`config.mk`:
```
export PLATFORM = sky130hd
export DESIGN_NAME = error_frame_generator
export DESIGN_NICKNAME = d
export VERILOG_FILES = /design/src/rtl/error_frame_generator.sv
export SDC_FILE = /design/constraint.sdc
export NUM_CORES = 1
export LEC_CHECK = 0
export CORE_ASPECT_RATIO = 1.25
export CORE_UTILIZATION = 40
export CTS_CLUSTER_SIZE = 8
export DETAILED_ROUTE_END_ITERATION = 10
export PLACE_DENSITY = 0.67
export SLEW_MARGIN = 10
export SYNTH_ARGS = -nofsm -noshare
export SYNTH_HDL_FRONTEND = slang
export SYNTH_SLANG_ARGS = --single-unit
```
`constraint.sdc`:
```
create_clock -name Clock -period 4.4 [get_ports Clock]
set_input_delay 0.88 -clock Clock [delete_from_list [all_inputs] [get_ports Clock]]
set_output_delay 0.88 -clock Clock [all_outputs]
set_load 0.05 [all_outputs]
```
`src/rtl/error_frame_generator.sv`:
```
// ============================================================================
// error_frame_generator
// ----------------------------------------------------------------------------
// Builds FL-bit error frames that contain exactly a requested number of set
// bits at pseudo-random positions. Positions come from a 16-bit Fibonacci
// LFSR (x^16+x^14+x^13+x^11+1). One candidate position is tried per cycle.
// A candidate that is out of range or already set is dropped. The finished
// frame is offered on a valid/ready handshake.
//
// Ports
//   Clock         in   1       system clock, rising edge
//   Reset         in   1       asynchronous, active-high reset
//   Seed_Load     in   1       in IDLE: load Seed into the LFSR (0 -> 1)
//   Seed          in   LFSR_W  LFSR seed
//   Start         in   1       in IDLE: begin a new frame
//   Error_Weight  in   7       requested set bits, clamped to FL
//   Frame_Ready   in   1       consumer accepts the frame
//   Frame_Valid   out  1       b1_error holds a complete frame
//   b1_error      out  FL      error frame, bit i set = error at position i
//   Placed_Count  out  7       number of set bits in b1_error
//   Busy          out  1       generator is not idle
//
// Parameters
//   FL      frame length in bits, 2..127
//   LFSR_W  LFSR width; the taps are fixed, so only 16 is meaningful
// ============================================================================
module error_frame_generator #(
    parameter int FL     = 104,
    parameter int LFSR_W = 16
) (
    input  logic              Clock,
    input  logic              Reset,
    input  logic              Seed_Load,
    input  logic [LFSR_W-1:0] Seed,
    input  logic              Start,
    input  logic [6:0]        Error_Weight,
    input  logic              Frame_Ready,
    output logic              Frame_Valid,
    output logic [FL-1:0]     b1_error,
    output logic [6:0]        Placed_Count,
    output logic              Busy
);

    typedef enum logic [1:0] {
        IDLE  = 2'd0,
        PLACE = 2'd1,
        HOLD  = 2'd2
    } state_t;

    localparam logic [6:0]        FL_W     = 7'(FL);
    localparam logic [LFSR_W-1:0] LFSR_ONE = LFSR_W'(1);

    state_t              state, next_state;
    logic [LFSR_W-1:0]   lfsr, lfsr_n;
    logic [FL-1:0]       frame_n;
    logic [6:0]          placed_n;
    logic [6:0]          remaining, remaining_n;
    logic [6:0]          pos;
    logic                fb;

    // Only the low 7 LFSR bits pick the position. The full 16-bit period
    // visits every 7-bit value, so even weight FL always terminates.
    assign pos = lfsr[6:0];
    assign fb  = lfsr[15] ^ lfsr[13] ^ lfsr[12] ^ lfsr[10];

    // Next-state and datapath decode
    always_comb begin
        // NOTE: every variable gets a default before the case statement.
        // A path that does not assign a variable would otherwise infer a latch.
        next_state  = state;
        lfsr_n      = lfsr;
        frame_n     = b1_error;
        placed_n    = Placed_Count;
        remaining_n = remaining;

        unique case (state)
            IDLE: begin
                // The seed is applied first, so a Start in the same cycle
                // draws its first candidate from the new seed.
                if (Seed_Load) begin
                    lfsr_n = (Seed == '0) ? LFSR_ONE : Seed;
                end
                if (Start) begin
                    frame_n     = '0;
                    placed_n    = '0;
                    remaining_n = (Error_Weight > FL_W) ? FL_W : Error_Weight;
                    next_state  = PLACE;
                end
            end

            PLACE: begin
                if (remaining == '0) begin
                    // Completion cycle: the LFSR holds its value so that the
                    // next frame continues the same sequence.
                    next_state = HOLD;
                end else begin
                    lfsr_n = {lfsr[LFSR_W-2:0], fb};
                    if ((pos < FL_W) && !b1_error[pos]) begin
                        frame_n[pos] = 1'b1;
                        remaining_n  = remaining - 7'd1;
                        placed_n     = Placed_Count + 7'd1;
                    end
                end
            end

            HOLD: begin
                // Frame_Valid is high for exactly the cycles spent in HOLD,
                // so the handshake reduces to Frame_Ready.
                if (Frame_Ready) begin
                    next_state = IDLE;
                end
            end

            default: next_state = IDLE;
        endcase
    end

    // State and output registers
    always_ff @(posedge Clock or posedge Reset) begin
        if (Reset) begin
            state        <= IDLE;
            lfsr         <= LFSR_ONE;
            b1_error     <= '0;
            Placed_Count <= '0;
            remaining    <= '0;
            Frame_Valid  <= 1'b0;
            Busy         <= 1'b0;
        end else begin
            // NOTE: sequential state uses non-blocking assignments, so all
            // registers update together from the values present before the edge.
            state        <= next_state;
            lfsr         <= lfsr_n;
            b1_error     <= frame_n;
            Placed_Count <= placed_n;
            remaining    <= remaining_n;
            // Flags are decoded from next_state so they line up with state.
            Frame_Valid  <= (next_state == HOLD);
            Busy         <= (next_state != IDLE);
        end
    end

endmodule

```
==> impl_results.md <==
* Max-cap violations at 0
* Met3 WL at around 1300 microns
* Core ar. at 16800 sq um
* Startpoint types: flip-flop
* Worst setup EP type: flip-flop
* Post-synthesis sequential area ratio at 0.504
* Slew margin rel. at 0.164
* Row cnt at 53
* Post-synthesis instance area at roughly 7000 sq um
* Die Ht at 148 microns
* Initial DRC count at 482
* Die Span X at 119 microns
* Hold_buf cts at 0
* Fillers at ~1500
* Met2 wire length at a little over 10000 microns
* Place WS at around 880 ps
* Final WL at a little over 20000 microns
* Min Hold Slack at 489 ps
* Grt ovf at 0
* Post-CTS sizing at 0
* Setup-failing EPs final at 0
* Highest routed layer: met4
* Wire length on met1 at roughly 8400 microns
* Yosys warns at 0
* Post-layout min period at between 3000 and 4000 ps
* HPWL Detailed at approximately 14000 microns
* Post-Route Skew at between 5 and 6 ps
* Crit path required time at 4740 ps
* Global placement routability congestion at 0.822
* Via total after detailed routing at 6031
* Antenna viol nets, final at 0
* Commonest cells after routing, fill and taps aside: clkdlybuf4s50_1 (140), dfrtp_1 (136), nor2_1 (124)
* First-pass GRT wire length at 32600 microns
* H-tree Lvls at 4
* CTS tree: done
* Antenna violations before repair at 0
* Tightest Pin Transition at around 1200 ps
* EDFF count, synth at 0
* Synth Flop Type: dfrtp_1
* I/O Buffers at 140
* Arr. time, crit path at 3920 ps
* Layout cells sized above 1 at 0.0801
* Total CTS buffers at 17
* Kind of critical path: flip-flop to flip-flop
* Vias per Instance at between 5 and 6
* RSZ-0062 raised after global routing: no
* Post-CTS Setup Repair Bufs at 0
* Yosys cell types at 57
* Syn_area_per_cell at ~10 sq um
* Area Overhead vs Synth at 31.9%
* Most common cell after layout, fill and taps aside: clkdlybuf4s50_1
* DR DRC count at 0
* Outcome: finished, final reports clean
* CTS Buffer Depth at 2
* Final Max Tran Viols at 0
* Largest net degree at the start of global routing at 84
* Flops & latches, synth at approximately 140
* Worst setup margin at 819 ps
* WL per Instance at about 20 microns
* Worst-path clk slew at approximately 60 ps
* Post-Syn Nets at 714
* Layout Nets at between 800 and 900
* Gr usage total at 0.238
* Asr flop ratio synth at 1.00
* Hold Crit Class: flip-flop to flip-flop
* Worst-skew pair later-pin latency at about 420 ps
* Post-synthesis cell count at 684
* Max Freq at 279 MHz
* Setup TNS Final at 0 ps
* CTS root buffer: clkbuf_16
* Die Footprint at ~18000 sq um
* CP max FO at between 50 and 60
* ANT cells at 0
* Sink Count at about 140
* First drt pass iteration count at 5
* Initial core utilization at 0.409
* Tcrit/Tclk final at 0.814
* Vias in the first global route at 6038
* Final hold violations at 0
* Ports at about 140
## sequential cells by signal, summed over array words and instances (netlist names)
register,cells
Frame_Valid,1
Busy,1
state,2
b1_error,104
remaining,7
lfsr,16
Placed_Count,7
## worst paths after layout
kind | endpoint | from | depth (start not counted) | slack, ps
setup / recovery | b1_error[87] | lfsr[0] | 10 | 820
hold / removal | lfsr[11] | lfsr[11] | 2 | 490
setup reg to reg | b1_error[87] | lfsr[0] | 10 | 820
hold reg to reg | lfsr[11] | lfsr[11] | 2 | 490
max in group asynchronous | b1_error[78] | Reset | 3 | 2580
min in group asynchronous | b1_error[11] | Reset | 2 | 930
## critical path, cell delays in order (launching register included)
cell and delay [ps]:
dfstp_2 870, buf_12 260, mux2i_1 210, mux4_2 280, o22ai_1 90, o21bai_1 330
a41oi_4 230, nor2_4 560, buf_12 310, nand3_1 100, a21oi_1 190
## cell usage after synthesis, types with 2 or more instances
library cell,number,share of area
a41oi_1,2,0.0026
nor2_1,124,0.068
clkbuf_1,25,0.014
nor3_2,3,0.0044
a221oi_1,3,0.0038
nor4_1,4,0.0037
buf_2,13,0.0095
buf_4,11,0.012
mux4_2,6,0.020
a31oi_1,99,0.090
o21bai_1,2,0.0022
dfrtp_1,137,0.50
nor3_4,2,0.0047
o21ai_1,4,0.0029
and2_1,4,0.0037
o22ai_1,9,0.0082
nand2_1,42,0.023
a21oi_1,11,0.0080
mux2_1,3,0.0049
o21ai_0,31,0.023
and3_1,4,0.0037
nand2b_1,12,0.011
nor2b_1,4,0.0037
ha_1,2,0.0037
nand3_1,10,0.0073
a32o_1,4,0.0058
a22o_1,5,0.0064
xnor2_1,2,0.0026
inv_1,10,0.0055
nor3_1,4,0.0029
o221ai_1,3,0.0038
o2bb2ai_1,2,0.0026
buf_6,9,0.015
mux2i_1,55,0.080
## area by class of cell
class,count,area [sq um],area share
sequential,138,3460,0.382
multi-input combinational,478,3020,0.334
timing repair buffer,153,1550,0.171
clock buffer,21,460,0.0509
tap,220,275,0.0304
clock inverter,11,240,0.0266
inverter,10,41.3,0.00457
## kinds of logic after synthesis
group	count (synthesis)	synth area share
xor gates and xnor gates	3	0.00383
AOI/OAI and AO/OA	187	0.181
and+or+nand+nor	222	0.147
muxes	64	0.105
DFF	138	0.504
adders and majority gates	2	0.00365
buffers and inverters	68	0.0555
## layer usage
metal	GRT usage	vias up
met5	0	-
met4	0.113	0
met3	0.0533	40
met2	0.395	254
met1	0.295	3021
li1	-	2716
## stage by stage
stage          cell area [sq um]  cells   util
3_5_place_dp                8340    999  0.497
6_report                    9040   1031  0.539
3_3_place_gp                8340    999  0.497
4_1_cts                     9040   1031  0.539
5_1_grt                     9040   1031  0.539
2_1_floorplan               6860    684      -
Power is not shown: default switching activity piles up to over one toggle a cycle in this logic, so the estimate is an artifact.
